File: src/rtl/multiplier_control_taint_gen_if.sv
// Control/handshake bundle between requester, datapath and the multiplier controller.
interface multiplier_control_taint_gen_if #(
  parameter int unsigned WIDTH = 8
);
  localparam int unsigned CW = $clog2(WIDTH);

  // Requester / datapath inputs to the controller
  logic             start;
  logic             start_t;
  logic             done_ack;
  logic             done_ack_t;
  logic [WIDTH-1:0] multiplierReg;
  logic [WIDTH-1:0] multiplierReg_t;

  // Controller outputs toward the datapath and requester
  logic             mdld;
  logic             mdld_t;
  logic             mrld;
  logic             mrld_t;
  logic             rsclear;
  logic             rsclear_t;
  logic             rsload;
  logic             rsload_t;
  logic             rsshr;
  logic             rsshr_t;
  logic             productDone;
  logic             productDone_t;
  logic             busy;
  logic             busy_t;
  logic [CW-1:0]    bitIndex;
  logic             bitIndex_t;

  // Requester/datapath side
  modport master (
    output start, start_t, done_ack, done_ack_t, multiplierReg, multiplierReg_t,
    input  mdld, mdld_t, mrld, mrld_t, rsclear, rsclear_t, rsload, rsload_t,
           rsshr, rsshr_t, productDone, productDone_t, busy, busy_t,
           bitIndex, bitIndex_t
  );

  // Controller side
  modport slave (
    input  start, start_t, done_ack, done_ack_t, multiplierReg, multiplierReg_t,
    output mdld, mdld_t, mrld, mrld_t, rsclear, rsclear_t, rsload, rsload_t,
           rsshr, rsshr_t, productDone, productDone_t, busy, busy_t,
           bitIndex, bitIndex_t
  );
endinterface

File: src/rtl/multiplier_control_taint_gen.sv
// Shift-add multiplier control FSM with one-bit taint per control output.
// Strobes are Moore outputs; they are registered from the next-state decode so
// they line up exactly with the state register.
module multiplier_control_taint_gen #(
  parameter int unsigned WIDTH = 8
) (
  input logic                          clk,
  input logic                          rst_n,
  multiplier_control_taint_gen_if.slave bus
);
  localparam int unsigned CW = $clog2(WIDTH);

  localparam logic [2:0] S_IDLE  = 3'd0;
  localparam logic [2:0] S_INIT  = 3'd1;
  localparam logic [2:0] S_TEST  = 3'd2;
  localparam logic [2:0] S_ADD   = 3'd3;
  localparam logic [2:0] S_SHIFT = 3'd4;
  localparam logic [2:0] S_DONE  = 3'd5;

  logic [2:0]    state;
  logic [2:0]    state_nxt;
  logic          state_t;
  logic          state_t_nxt;
  logic [CW-1:0] cnt;
  logic [CW-1:0] cnt_nxt;
  logic          cnt_t;
  logic          cnt_t_nxt;

  logic          mdld_q, mrld_q, rsclear_q, rsload_q, rsshr_q, done_q, busy_q;
  logic          mdld_nxt, mrld_nxt, rsclear_nxt, rsload_nxt, rsshr_nxt, done_nxt, busy_nxt;

  logic          bit_val;
  logic          bit_t;
  logic          last_bit;

  // Current multiplier bit and whether this is the final bit position
  assign bit_val  = bus.multiplierReg[cnt];
  assign bit_t    = bus.multiplierReg_t[cnt];
  assign last_bit = (cnt == CW'(WIDTH - 1));

  // Next-state, counter and taint propagation
  always_comb begin
    state_nxt   = state;
    state_t_nxt = state_t;
    cnt_nxt     = cnt;
    cnt_t_nxt   = cnt_t;
    case (state)
      S_IDLE: begin
        // Taint is re-based here: anything carried from the last transaction is dropped.
        state_t_nxt = bus.start_t;
        if (bus.start) begin
          state_nxt = S_INIT;
        end
      end
      S_INIT: begin
        cnt_nxt   = '0;
        cnt_t_nxt = state_t;
        state_nxt = S_TEST;
      end
      S_TEST: begin
        state_t_nxt = state_t | bit_t | cnt_t;
        state_nxt   = bit_val ? S_ADD : S_SHIFT;
      end
      S_ADD: begin
        state_nxt = S_SHIFT;
      end
      S_SHIFT: begin
        // Final increment wraps; the value is reloaded by INIT before any reuse.
        cnt_nxt     = cnt + CW'(1);
        cnt_t_nxt   = cnt_t | state_t;
        state_t_nxt = state_t | cnt_t;
        state_nxt   = last_bit ? S_DONE : S_TEST;
      end
      S_DONE: begin
        state_t_nxt = state_t | bus.done_ack_t;
        if (bus.done_ack) begin
          state_nxt = S_IDLE;
        end
      end
      default: begin
        state_nxt = S_IDLE;
      end
    endcase
  end

  // Moore strobe decode of the state being entered
  always_comb begin
    mdld_nxt    = 1'b0;
    mrld_nxt    = 1'b0;
    rsclear_nxt = 1'b0;
    rsload_nxt  = 1'b0;
    rsshr_nxt   = 1'b0;
    done_nxt    = 1'b0;
    busy_nxt    = 1'b0;
    case (state_nxt)
      S_INIT: begin
        mdld_nxt    = 1'b1;
        mrld_nxt    = 1'b1;
        rsclear_nxt = 1'b1;
        busy_nxt    = 1'b1;
      end
      S_TEST: begin
        busy_nxt = 1'b1;
      end
      S_ADD: begin
        rsload_nxt = 1'b1;
        busy_nxt   = 1'b1;
      end
      S_SHIFT: begin
        rsshr_nxt = 1'b1;
        busy_nxt  = 1'b1;
      end
      S_DONE: begin
        done_nxt = 1'b1;
        busy_nxt = 1'b1;
      end
      S_IDLE: begin
        busy_nxt = 1'b0;
      end
      default: begin
        // Illegal codes still count as non-IDLE for one cycle.
        busy_nxt = 1'b1;
      end
    endcase
  end

  // State, counter, taint and output registers
  always_ff @(posedge clk or negedge rst_n) begin
    if (!rst_n) begin
      state     <= S_IDLE;
      state_t   <= 1'b0;
      cnt       <= '0;
      cnt_t     <= 1'b0;
      mdld_q    <= 1'b0;
      mrld_q    <= 1'b0;
      rsclear_q <= 1'b0;
      rsload_q  <= 1'b0;
      rsshr_q   <= 1'b0;
      done_q    <= 1'b0;
      busy_q    <= 1'b0;
    end else begin
      state     <= state_nxt;
      state_t   <= state_t_nxt;
      cnt       <= cnt_nxt;
      cnt_t     <= cnt_t_nxt;
      mdld_q    <= mdld_nxt;
      mrld_q    <= mrld_nxt;
      rsclear_q <= rsclear_nxt;
      rsload_q  <= rsload_nxt;
      rsshr_q   <= rsshr_nxt;
      done_q    <= done_nxt;
      busy_q    <= busy_nxt;
    end
  end

  // Output mapping; every control taint is the single control-path taint bit
  assign bus.mdld          = mdld_q;
  assign bus.mrld          = mrld_q;
  assign bus.rsclear       = rsclear_q;
  assign bus.rsload        = rsload_q;
  assign bus.rsshr         = rsshr_q;
  assign bus.productDone   = done_q;
  assign bus.busy          = busy_q;
  assign bus.bitIndex      = cnt;

  assign bus.mdld_t        = state_t;
  assign bus.mrld_t        = state_t;
  assign bus.rsclear_t     = state_t;
  assign bus.rsload_t      = state_t;
  assign bus.rsshr_t       = state_t;
  assign bus.productDone_t = state_t;
  assign bus.busy_t        = state_t;
  assign bus.bitIndex_t    = cnt_t;

endmodule

File: src/flat_wrapper.sv
// flat-port wrapper written by rule: the top's interface ports become plain ports
module multiplier_control_taint_gen_flat 
#(
  parameter int unsigned WIDTH = 8
)
  (clk, rst_n, bus_start, bus_start_t, bus_done_ack, bus_done_ack_t, bus_multiplierReg, bus_multiplierReg_t, bus_mdld, bus_mdld_t, bus_mrld, bus_mrld_t, bus_rsclear, bus_rsclear_t, bus_rsload, bus_rsload_t, bus_rsshr, bus_rsshr_t, bus_productDone, bus_productDone_t, bus_busy, bus_busy_t, bus_bitIndex, bus_bitIndex_t);
  multiplier_control_taint_gen_if #(.WIDTH(WIDTH)) bus_i ();
  input logic clk;
  input logic rst_n;
  input wire logic [$bits(bus_i.start)-1:0] bus_start;
  input wire logic [$bits(bus_i.start_t)-1:0] bus_start_t;
  input wire logic [$bits(bus_i.done_ack)-1:0] bus_done_ack;
  input wire logic [$bits(bus_i.done_ack_t)-1:0] bus_done_ack_t;
  input wire logic [$bits(bus_i.multiplierReg)-1:0] bus_multiplierReg;
  input wire logic [$bits(bus_i.multiplierReg_t)-1:0] bus_multiplierReg_t;
  output wire logic [$bits(bus_i.mdld)-1:0] bus_mdld;
  output wire logic [$bits(bus_i.mdld_t)-1:0] bus_mdld_t;
  output wire logic [$bits(bus_i.mrld)-1:0] bus_mrld;
  output wire logic [$bits(bus_i.mrld_t)-1:0] bus_mrld_t;
  output wire logic [$bits(bus_i.rsclear)-1:0] bus_rsclear;
  output wire logic [$bits(bus_i.rsclear_t)-1:0] bus_rsclear_t;
  output wire logic [$bits(bus_i.rsload)-1:0] bus_rsload;
  output wire logic [$bits(bus_i.rsload_t)-1:0] bus_rsload_t;
  output wire logic [$bits(bus_i.rsshr)-1:0] bus_rsshr;
  output wire logic [$bits(bus_i.rsshr_t)-1:0] bus_rsshr_t;
  output wire logic [$bits(bus_i.productDone)-1:0] bus_productDone;
  output wire logic [$bits(bus_i.productDone_t)-1:0] bus_productDone_t;
  output wire logic [$bits(bus_i.busy)-1:0] bus_busy;
  output wire logic [$bits(bus_i.busy_t)-1:0] bus_busy_t;
  output wire logic [$bits(bus_i.bitIndex)-1:0] bus_bitIndex;
  output wire logic [$bits(bus_i.bitIndex_t)-1:0] bus_bitIndex_t;
  assign bus_i.start = bus_start;
  assign bus_i.start_t = bus_start_t;
  assign bus_i.done_ack = bus_done_ack;
  assign bus_i.done_ack_t = bus_done_ack_t;
  assign bus_i.multiplierReg = bus_multiplierReg;
  assign bus_i.multiplierReg_t = bus_multiplierReg_t;
  assign bus_mdld = bus_i.mdld;
  assign bus_mdld_t = bus_i.mdld_t;
  assign bus_mrld = bus_i.mrld;
  assign bus_mrld_t = bus_i.mrld_t;
  assign bus_rsclear = bus_i.rsclear;
  assign bus_rsclear_t = bus_i.rsclear_t;
  assign bus_rsload = bus_i.rsload;
  assign bus_rsload_t = bus_i.rsload_t;
  assign bus_rsshr = bus_i.rsshr;
  assign bus_rsshr_t = bus_i.rsshr_t;
  assign bus_productDone = bus_i.productDone;
  assign bus_productDone_t = bus_i.productDone_t;
  assign bus_busy = bus_i.busy;
  assign bus_busy_t = bus_i.busy_t;
  assign bus_bitIndex = bus_i.bitIndex;
  assign bus_bitIndex_t = bus_i.bitIndex_t;
  multiplier_control_taint_gen #(.WIDTH(WIDTH)) u_core (.clk(clk), .rst_n(rst_n), .bus(bus_i));
endmodule
File: config.mk
export PLATFORM = sky130hd
export DESIGN_NAME = multiplier_control_taint_gen_flat
export DESIGN_NICKNAME = d
export VERILOG_FILES = /design/src/rtl/multiplier_control_taint_gen_if.sv /design/src/rtl/multiplier_control_taint_gen.sv /design/src/flat_wrapper.sv
export SDC_FILE = /design/constraint.sdc
export NUM_CORES = 1
export LEC_CHECK = 0
export CAP_MARGIN = 20
export CORE_MARGIN = 5
export CORE_UTILIZATION = 31
export CTS_CLUSTER_DIAMETER = 60
export DETAILED_ROUTE_END_ITERATION = 10
export PLACE_DENSITY = 0.62
export SYNTH_ARGS = -nofsm -noshare
export SYNTH_HDL_FRONTEND = slang
export SYNTH_SLANG_ARGS = --single-unit
File: constraint.sdc
create_clock -name clk -period 1.36 [get_ports clk]
set_clock_uncertainty 0.1 [all_clocks]
set_input_delay 0.408 -clock clk [delete_from_list [all_inputs] [get_ports clk]]
set_output_delay 0.408 -clock clk [all_outputs]
set_load 0.01 [all_outputs]
* Word-level counts from Yosys, hierarchy flattened
Index checks and enable logic that the tools add are counted. Widths: inputs -> output; s select.
Operators by class: equal/unequal tests 10, multiplexer cells 17, bitwise gates (word level) 4, reductions and logical operators 4, order comparisons 1, add/sub/neg operators 1, multipliers 0, div/mod/pow operators 0, shifts and indexed selects 0
Operators by type and width (count):
- $pmux 3 s6 | 1
- $eq 3x3->1 const B | 5
- $mux 3 | 4
- $eq 3x2->1 const B | 3
- $mux 1 | 7
- $bmux 1 s3 | 2
- $eq 3x1->1 const B | 2
- $logic_not 3->1 | 2
- $pmux 3 s2 | 1
- $lt 3x4->1 const B | 1
- $or 1x1->1 | 4
- $pmux 1 s4 | 1
- $reduce_bool 4->1 | 1
- $add 3x1->3 const B | 1
- $pmux 1 s2 | 1
- $reduce_bool 2->1 | 1
Storage, ports and cells: register bits 13, bits in latches 0, bits in writable memories 0, bits in read-only memories 0, output and inout port bits 18, memories 0, input bits 22

* Longest topological paths before layout
depth after elaboration 6, mapped depth 5

* Worst setup path after synthesis
No wires, ideal clock.
kind register to register, start point register u_core.cnt[1], in the netlist u_core.bus.bitIndex[1], end point register u_core.state[1], arrival time 1.354 ns, setup time 0.136 ns, required time 1.124 ns, buffers on the path 1, stages on the path, launching flop included 6, period minus slack after synthesis 1.590 ns, path slack -0.230 ns, cell sequence dfrtp_1 buf_6 mux4_2 nand2b_4 nand3b_1 o21ai_0
Between the ends: word-level cells in the longest chain between the ends 4
RTL lines:
- start, declared | line multiplier_control_taint_gen.sv:24 | logic [CW-1:0] cnt;
- start signal, assigned | line multiplier_control_taint_gen.sv:144 | cnt <= cnt_nxt;
- $bmux 1 s3 | line multiplier_control_taint_gen.sv:37 | assign bit_val = bus.multiplierReg[cnt];
- $mux 1 (not written as such) | line multiplier_control_taint_gen.sv:37
- $mux 3 | line multiplier_control_taint_gen.sv:62 | state_nxt = bit_val ? S_ADD : S_SHIFT;
- $pmux 3 s6 (*) | line multiplier_control_taint_gen.sv:47 | case (state)
- net u_core.state_nxt[1] | line multiplier_control_taint_gen.sv:21 | logic [2:0] state_nxt;
- end signal, assigned | line multiplier_control_taint_gen.sv:142 | state <= state_nxt;
- end, declared | line multiplier_control_taint_gen.sv:20 | logic [2:0] state;
The timed path passes the listed nets; every way through them passes the cells marked *. The select of a mux whose other input is x is not followed. A chain may end at the register's enable or synchronous reset.

* Worst setup path after layout
start point register u_core.cnt[1], in the netlist u_core.bus.bitIndex[1], end point register u_core.cnt[2], in the netlist u_core.bus.bitIndex[2]
Between the ends: word-level cells in the longest chain between the ends 2
RTL lines:
- $add 3x1->3 | line multiplier_control_taint_gen.sv:69 | cnt_nxt = cnt + CW'(1);
- $pmux 3 s2 | line multiplier_control_taint_gen.sv:47
Every way passes these cells.

==> metrics.cfg <==
[logic_synthesis]
ys_seq_elements=13
syn_avg_cell_area_um2=10.2
synth_cell_type_count=32
synth_cells=83
ys.flop_type=dfrtp_1
async_reset_ff_share_pct=100
netlist_area_um2=843
syn_nets=107
synth_edf_count=0
synth-seq-area-share_pct=38.6
yosys_warnings=0

[status]
outcome=finished, violations left
violations=setup timing

[global_route]
grt_util_all_layers_pct=11.8
grt-ovfl-total=0
grt_pass1_wl_um=3720
antenna_found_initial=0
grt_start_max_net_pins=14
grt_pass1_vias=820

[floorplan]
dieArea_mm2=0.00386
core_mm2=0.00269
die_x_um=62.2
start_util_pct=31.4
die_height_um=62.2
fp-row-count=19
io_pins=40

[timing]
setup-violations-final=21
rsz0062_at_grt=yes
min_period_ns=1.58
slew_headroom_pct=70.5
finalCritPeriodShare_pct=116
tightest_slew_ns=0.443
maxSlewViolCount=0
finalHoldViolCount=0
max_freq_mhz=635
setup_tns_ns=-2.82
fin_ws_ns=-0.215

[drt]
ant_nets=0
wl_per_cell_um=13.2
totalWireLength_um=2220
dr_total_vias=802
drt_iter0_drc=9
drc_errors=0
drtPass1Iterations=2
via_per_inst=4.77

[clock_network]
cts_root_buffer=clkbuf_4
clk_latency_ns=0.29
cts_tree=built
cts.htree.levels=1
cts_buffers=3
cts_buffer_depth=2
clk_pin_slew_worst_paths_ns=0.09
cts.sinks=13

[cells_and_area]
area_growth_pct=72.8
fill_cells=260
nets=162
final_core_util_pct=54.3
n_antenna_cell=0
layout-drive-gt1-share_pct=48.2
postLayoutCellArea_mm2=0.00146
layout.cells.non_filler=168
final_common_cell=buf_6
final_cell_mix=buf_6 (22), clkdlybuf4s50_1 (19), buf_4 (14)

[critical_path]
path_class=flip-flop to flip-flop
r2r_end=u_core.bus.bitIndex[2]
cp_max_fo=4
worstReg2RegStart=u_core.bus.bitIndex[1]
worst_setup_path_end_kind=flip-flop
required_ns=1.44
ff2ff_path_depth=5
rrSetupSlack_ns=-0.22
worst_setup_path_start_kind=flip-flop
cp.arrival_ns=1.66
critPathLaunch=u_core.bus.bitIndex[1]

[power]
power.leakage_nw=0.697
powerDensity_mw_per_mm2=2070
peakVddDrop_mv=1.09
finalPower_mw=3.01

[placement]
gp_congestion=0.761
dp_cells=153
dpl.hpwl_um=1570
portBuffers=39
placed_area_mm2=0.00128

[flow_run]
maxCapViolCount=0

[min_path]
min_path_type=input port to asynchronous set/reset pin

## routing by layer
| layer | share of wire, % | vias to the layer above | track usage, % |
|---|---|---|---|
| met2 | 47 | 28 | 20.1 |
| li1 | - | 392 | - |
| met3 | 6.3 | 4 | 3.06 |
| met1 | 44 | 378 | 13.6 |
| met4 | 1.9 | 0 | 5.69 |
| met5 | 0 | - | 0 |
## area by class of cell
type / instances / area (µm²) / share of cell area (%)
repair buffers: 64 / 596 / 40.9
inverters: 5 / 18.8 / 1.29
clock buffers: 4 / 26.3 / 1.80
flip-flops and latches: 13 / 329 / 22.6
well taps: 31 / 38.8 / 2.66
multi-input cells: 51 / 449 / 30.8
## worst max-delay path, stage by stage (launching register included)
cell	delay (ns)
dfrtp_2	0.43
buf_6	0.13
ha_2	0.18
ha_4	0.23
a22o_1	0.19
a22o_1	0.22
## cells by family after synthesis
kind of cell	count (synthesis)	share of synthesized area, %
AND/OR/NAND/NOR	22	14.5
buffers and inverters	19	13.5
AO/OA/AOI/OAI	18	16.0
flip-flops	13	38.6
multiplexers	9	14.4
adder cells (fa/ha/maj)	2	2.97
## Yosys cell counts, drive strengths merged, types with 3 or more instances
master  instances  area (µm²)
a21oi           4        20.0
a22o            5        46.3
inv             5        18.8
mux2i           5        50.1
dfrtp          13         325
o21ai           3        18.8
buf            12        87.6
nor2            8        30.0
nand2b          3        26.3
## stage by stage
step	hold WS (ns)	worst slack [ns]
finish	0.311	-0.215
global route	0.314	-0.265
CTS	0.320	-0.205
detailed placement	0.520	-0.498
global placement	0.504	-0.462
floorplan	0.0124	-0.227
## what timing repair did
| item | in CTS | in global routing |
|---|---|---|
| hold buffers | 0 | 0 |
| gates resized for setup | 101 | 9 |
| pin swaps | 5 | 0 |
| buffers inserted | 10 | 1 |
| endpoints found under the setup margin | 27 | 23 |
## power breakdown
part,switching (mW),internal [mW]
clock,0.137,0.114
sequential,0.209,0.542
combinational,0.790,1.22
## worst max path at each step
stage / end / slack, ns / cells after the start
after CTS: u_core.bus.bitIndex[2] / -0.21 / 5
after floorplan: u_core.state[2] / -0.23 / 5
after global placement: u_core.state[0] / -0.46 / 5
after detailed placement: u_core.state[0] / -0.50 / 5
after global routing: u_core.state[0] / -0.27 / 5
final: u_core.bus.bitIndex[2] / -0.22 / 5
(Power assumes the default switching activity.)
==> edit 1, RTL diff (config.mk and constraints unchanged) <==
`WIDTH` is set to 8 in 3 places; all go to 16.
--- a/src/rtl/multiplier_control_taint_gen_if.sv
+++ b/src/rtl/multiplier_control_taint_gen_if.sv
@@ -1,6 +1,6 @@
 // Control/handshake bundle between requester, datapath and the multiplier controller.
 interface multiplier_control_taint_gen_if #(
-  parameter int unsigned WIDTH = 8
+  parameter int unsigned WIDTH = 16
 );
   localparam int unsigned CW = $clog2(WIDTH);
 
--- a/src/rtl/multiplier_control_taint_gen.sv
+++ b/src/rtl/multiplier_control_taint_gen.sv
@@ -2,7 +2,7 @@
 // Strobes are Moore outputs; they are registered from the next-state decode so
 // they line up exactly with the state register.
 module multiplier_control_taint_gen #(
-  parameter int unsigned WIDTH = 8
+  parameter int unsigned WIDTH = 16
 ) (
   input logic                          clk,
   input logic                          rst_n,
--- a/src/flat_wrapper.sv
+++ b/src/flat_wrapper.sv
@@ -1,7 +1,7 @@
 // flat-port wrapper written by rule: the top's interface ports become plain ports
 module multiplier_control_taint_gen_flat 
 #(
-  parameter int unsigned WIDTH = 8
+  parameter int unsigned WIDTH = 16
 )
   (clk, rst_n, bus_start, bus_start_t, bus_done_ack, bus_done_ack_t, bus_multiplierReg, bus_multiplierReg_t, bus_mdld, bus_mdld_t, bus_mrld, bus_mrld_t, bus_rsclear, bus_rsclear_t, bus_rsload, bus_rsload_t, bus_rsshr, bus_rsshr_t, bus_productDone, bus_productDone_t, bus_busy, bus_busy_t, bus_bitIndex, bus_bitIndex_t);
   multiplier_control_taint_gen_if #(.WIDTH(WIDTH)) bus_i ();
Interface: changed (resized bus_bitIndex, bus_multiplierReg and bus_multiplierReg_t); port bits go from 40 to 57. The function was not compared with the original's and may differ.
==> edit 1 against the original RTL <==
The flow still finishes with violations (setup timing). Critical endpoint is now u_core.state[2]$_DFF_PN0_. Wire length up 41%. Total power up 14%. Setup slack lost 0.15 ns. Largest power group unchanged. Count of clock-buffer cells in the layout did not move. Core utilization grew 2.5 points. Clock power increased by 23%. Design area up 30%. Sequential cell count up 1. Synthesized area rose by 27%.
==> edit 1: results (changes against the original RTL) <==
[outcome]
status = finished with violations
violations = setup timing

[timing]
timing.hold.ws_ns = 0.326  ; +0.0144 ns
setup_tns_ns = -3.57  ; -0.746 ns
setup_ws_ns = -0.362  ; -0.147 ns
setup_violations = 22  ; +4.8%

[synthesis]
synth_common_cells = dfrtp_1, a21oi_1, nor2_1, buf_4, o21ai_0
synth-seq-area-share_pct = 32.7  ; -5.8 points
synth_compound_area_share_pct = 15.0  ; -1.1 points
syn_nets = 150  ; +40%

[global_route]
grt_pass1_wl_um = 4660  ; +25%
use_met3_pct = 2.43  ; -0.63 points
grt_max_degree = 16  ; +2
grt_usage_pct = 13.0  ; +1.2 points
first_global_vias = 1134  ; +38%
met1_usage_pct = 13.7  ; +0.14 points

[worst_setup_path]
arrival_ns = 1.80  ; +0.14 ns

[cells_and_area]
finalNonFillerCells = 229  ; +36%
fill_cells = 309  ; +19%
buffers = 85  ; +33%
clkCellAreaFrac_pct = 1.92  ; +0.11 points
buf_share_pct = 42.5  ; +1.6 points

[place]
port_buffers = 56  ; +44%
post-place-cells = 213  ; +39%
place_ws_ns = -0.662  ; -0.164 ns
dpl.hpwl_um = 2270  ; +45%

[power]
switching_share_pct = 37.5  ; -0.20 points
p_leak_uw = 0.000795  ; +14%

[routing]
dr_wl_met3_um = 283  ; +100%

[die]
dieArea_um2 = 4730  ; +22%

-- edit 1: critical path: stages, from the launching register on --
cell     delay (ns)
dfrtp_1        0.40
buf_6          0.14
mux4_2         0.32
mux2i_1        0.06
mux2_4         0.30
a221o_1        0.29
-- edit 1: timing repair --
| action | CTS | global route |
|---|---|---|
| pin swaps | 2 | 2 |
| hold endpoints to repair | 0 | 0 |
| resized for setup | 103 | 14 |
| setup endpoints to repair | 29 | 26 |
| buffers inserted | 7 | 5 |
-- edit 1: logic make-up after synthesis --
kind of cell / after synthesis
adder cells (fa/ha/maj): 1
AO/OA/AOI/OAI: 27
buffers and inverters: 21
AND/OR/NAND/NOR: 33
multiplexers: 15
flip-flops: 14
-- edit 1: power by group through the flow --
stage | clock, µW | sequential [µW] | combinational (µW)
finish | 308 | 683 | 2450
global route | 327 | 710 | 2660
CTS | 311 | 672 | 2250
detailed placement | 0 | 691 | 2020
global placement | 0 | 684 | 1980
floorplan | 0 | 762 | 1190
==> edit 2, RTL diff (config.mk and constraints unchanged) <==
Without the edit above. Make the reset (`rst_n`) synchronous in one clocked block.
--- a/src/rtl/multiplier_control_taint_gen.sv
+++ b/src/rtl/multiplier_control_taint_gen.sv
@@ -125,7 +125,7 @@
   end
 
   // State, counter, taint and output registers
-  always_ff @(posedge clk or negedge rst_n) begin
+  always_ff @(posedge clk) begin
     if (!rst_n) begin
       state     <= S_IDLE;
       state_t   <= 1'b0;
Formal check against the unedited RTL: differs if rst_n is asserted again (counterexample within 4 cycles, from zero or initial values and one cycle with rst_n low); with rst_n held inactive, the same outputs for 10 cycles.
==> edit 2 against the original RTL <==
The run still ends with setup timing left. Synthesized area is 0.89% lower. Largest cell class is now multi-input combinational cells. Count of clock-buffer cells in the layout unchanged. Design area fell by 2.8%. Die area shrank 0.74%. Wire length up 4.3%. Setup slack gained 0.086 ns. Sequential cell count unchanged.
Power is not compared: it rests on default switching activity, and its combinational part moved more than twofold at a synthesized area within 25%.
==> edit 2: results (changes against the original RTL) <==
[clock_network]
cts_buffer_depth = 2  ; unchanged
numCtsBuffers = 3  ; unchanged
clk_root_buffer_cell = clkbuf_4
cts.clk_slew.worst_paths_ns = 0.08
clk-insertion-delay-late_ns = 0.28
htreeDepth = 1  ; unchanged

[synthesis]
synth_common_cells = dfxtp_1, o21ai_0, buf_4, nor2_1
synth_edf_count = 0  ; unchanged
synth.distinct_cells = 33  ; +3.1%
async_flop_share_pct = 0  ; -100 points
netlist_top_cells_area = dfxtp_1, mux2i_1, buf_4
syn_nets = 121  ; +13%
synth_area_um2 = 836  ; -0.89%
yosys_warnings = 0  ; unchanged
synth-seq-area-share_pct = 31.1  ; -7.4 points

[routing]
drtPass1Iterations = 4  ; +2
routed-via-count = 902  ; +12%
drt-wirelength-per-cell_um = 13.0  ; -1.5%
drt-initial-drc-count = 14  ; +5

[worst_setup_path]
cp_max_fo = 1  ; -3
crit_slowest_cell = mux4_2
arrival_ns = 1.55  ; -0.11 ns
max_stage_delay_ns = 0.47  ; +0.04 ns
cp_top_family = multiplexers

[cells_and_area]
layout-drive-gt1-share_pct = 44.6  ; -3.6 points
nets = 173  ; +6.8%
diodes = 0  ; unchanged
syn_to_final_growth_pct = 69.5

[outcome]
status = finished with violations
violations = setup timing

[global_route]
first_global_vias = 892  ; +8.8%
grt_usage_pct = 12.5  ; +0.71 points
grt_pass1_wl_um = 3630  ; -2.4%
grt_max_degree = 17  ; +3
antenna_found_initial = 0  ; unchanged

[hold_path]
min-delay-path-class = flop to flop

[power]
switching_share_pct = 31.4
ir_drop_mv = 0.387
p_leak_uw = 0.000591

[place]
place_ws_ns = -0.550  ; -0.0518 ns
gp_congestion = 0.807  ; +6.1%
port_buffers = 39  ; unchanged
dpl.hpwl_um = 1800  ; +15%

[timing]
setup_ws_ns = -0.129  ; +0.0863 ns
slew_headroom_pct = 78.3  ; +7.9 points
setup_violations = 8  ; -62%

## edit 2: routing by layer
metal	up-vias	wire, µm	track usage (%)
met1	417	912	13.6
met4	0	50	5.45
met2	36	1180	23.6
li1	444	-	-
met5	-	0	0
met3	5	179	2.07
## edit 2: cell families after synthesis
kind of cell / after synthesis / share of synthesized area (%)
AND/OR/NAND/NOR: 27 / 16.6
multiplexers: 9 / 14.4
XOR/XNOR: 1 / 1.05
buffers and inverters: 18 / 13.0
flip-flops: 13 / 31.1
AO/OA/AOI/OAI: 27 / 20.8
adder cells (fa/ha/maj): 2 / 2.99
## edit 2: worst min-delay path, cell delays in order, from the launching register on
cell and delay, ns:
dfxtp_4 0.37, o21ai_0 0.07, a21oi_1 0.07
## edit 2: power groups by stage
stage	clock [µW]	sequential (µW)	combinational, µW
finish	243	428	408
global route	265	433	445
CTS	253	429	399
detailed placement	0	438	426
global placement	0	436	419
floorplan	0	448	228
## edit 2: cell type report
type / instances / area [µm²]
Sequential cell: 13 / 277
Timing Repair Buffer: 61 / 522
Inverter: 4 / 15.0
Tap cell: 30 / 37.5
Clock buffer: 4 / 26.3
Multi-Input combinational cell: 66 / 539
Fill cell: 250 / 1110
## edit 2: path summary, 6_finish.rpt
check                                                         start                                   to  slack [ns]  cells after the start
worst min-delay path            u_core.bus.bitIndex[1]$_SDFFE_PN0P_  u_core.bus.bitIndex[1]$_SDFFE_PN0P_        0.44                      2
worst max-delay path                         bus_multiplierReg_t[3]       u_core.bus.busy_t$_SDFFE_PN0P_       -0.13                      4
worst max register to register  u_core.bus.bitIndex[0]$_SDFFE_PN0P_       u_core.bus.busy_t$_SDFFE_PN0P_       -0.12                      4
worst min register to register  u_core.bus.bitIndex[1]$_SDFFE_PN0P_  u_core.bus.bitIndex[1]$_SDFFE_PN0P_        0.44                      2
## edit 2: repair_timing
item,in CTS,in global routing
resized for setup,84,11
pin swaps,9,5
buffers inserted,2,1
endpoints found under the hold margin,0,0
setup endpoints to repair,26,15
## edit 2: through the flow
| step | std cells | hold WS (ns) | instance area [µm²] | util [%] | setup TNS [ns] |
|---|---|---|---|---|---|
| floorplan | 97 | 0.452 | 847 | - | -0.398 |
| global placement | 171 | 0.423 | 1330 | 52.8 | -4.19 |
| detailed placement | 171 | 0.438 | 1330 | 52.8 | -4.59 |
| CTS | 177 | 0.441 | 1390 | 55.2 | -0.741 |
| global route | 178 | 0.474 | 1420 | 56.2 | -1.11 |
| finish | 178 | 0.443 | 1420 | 56.2 | -0.536 |
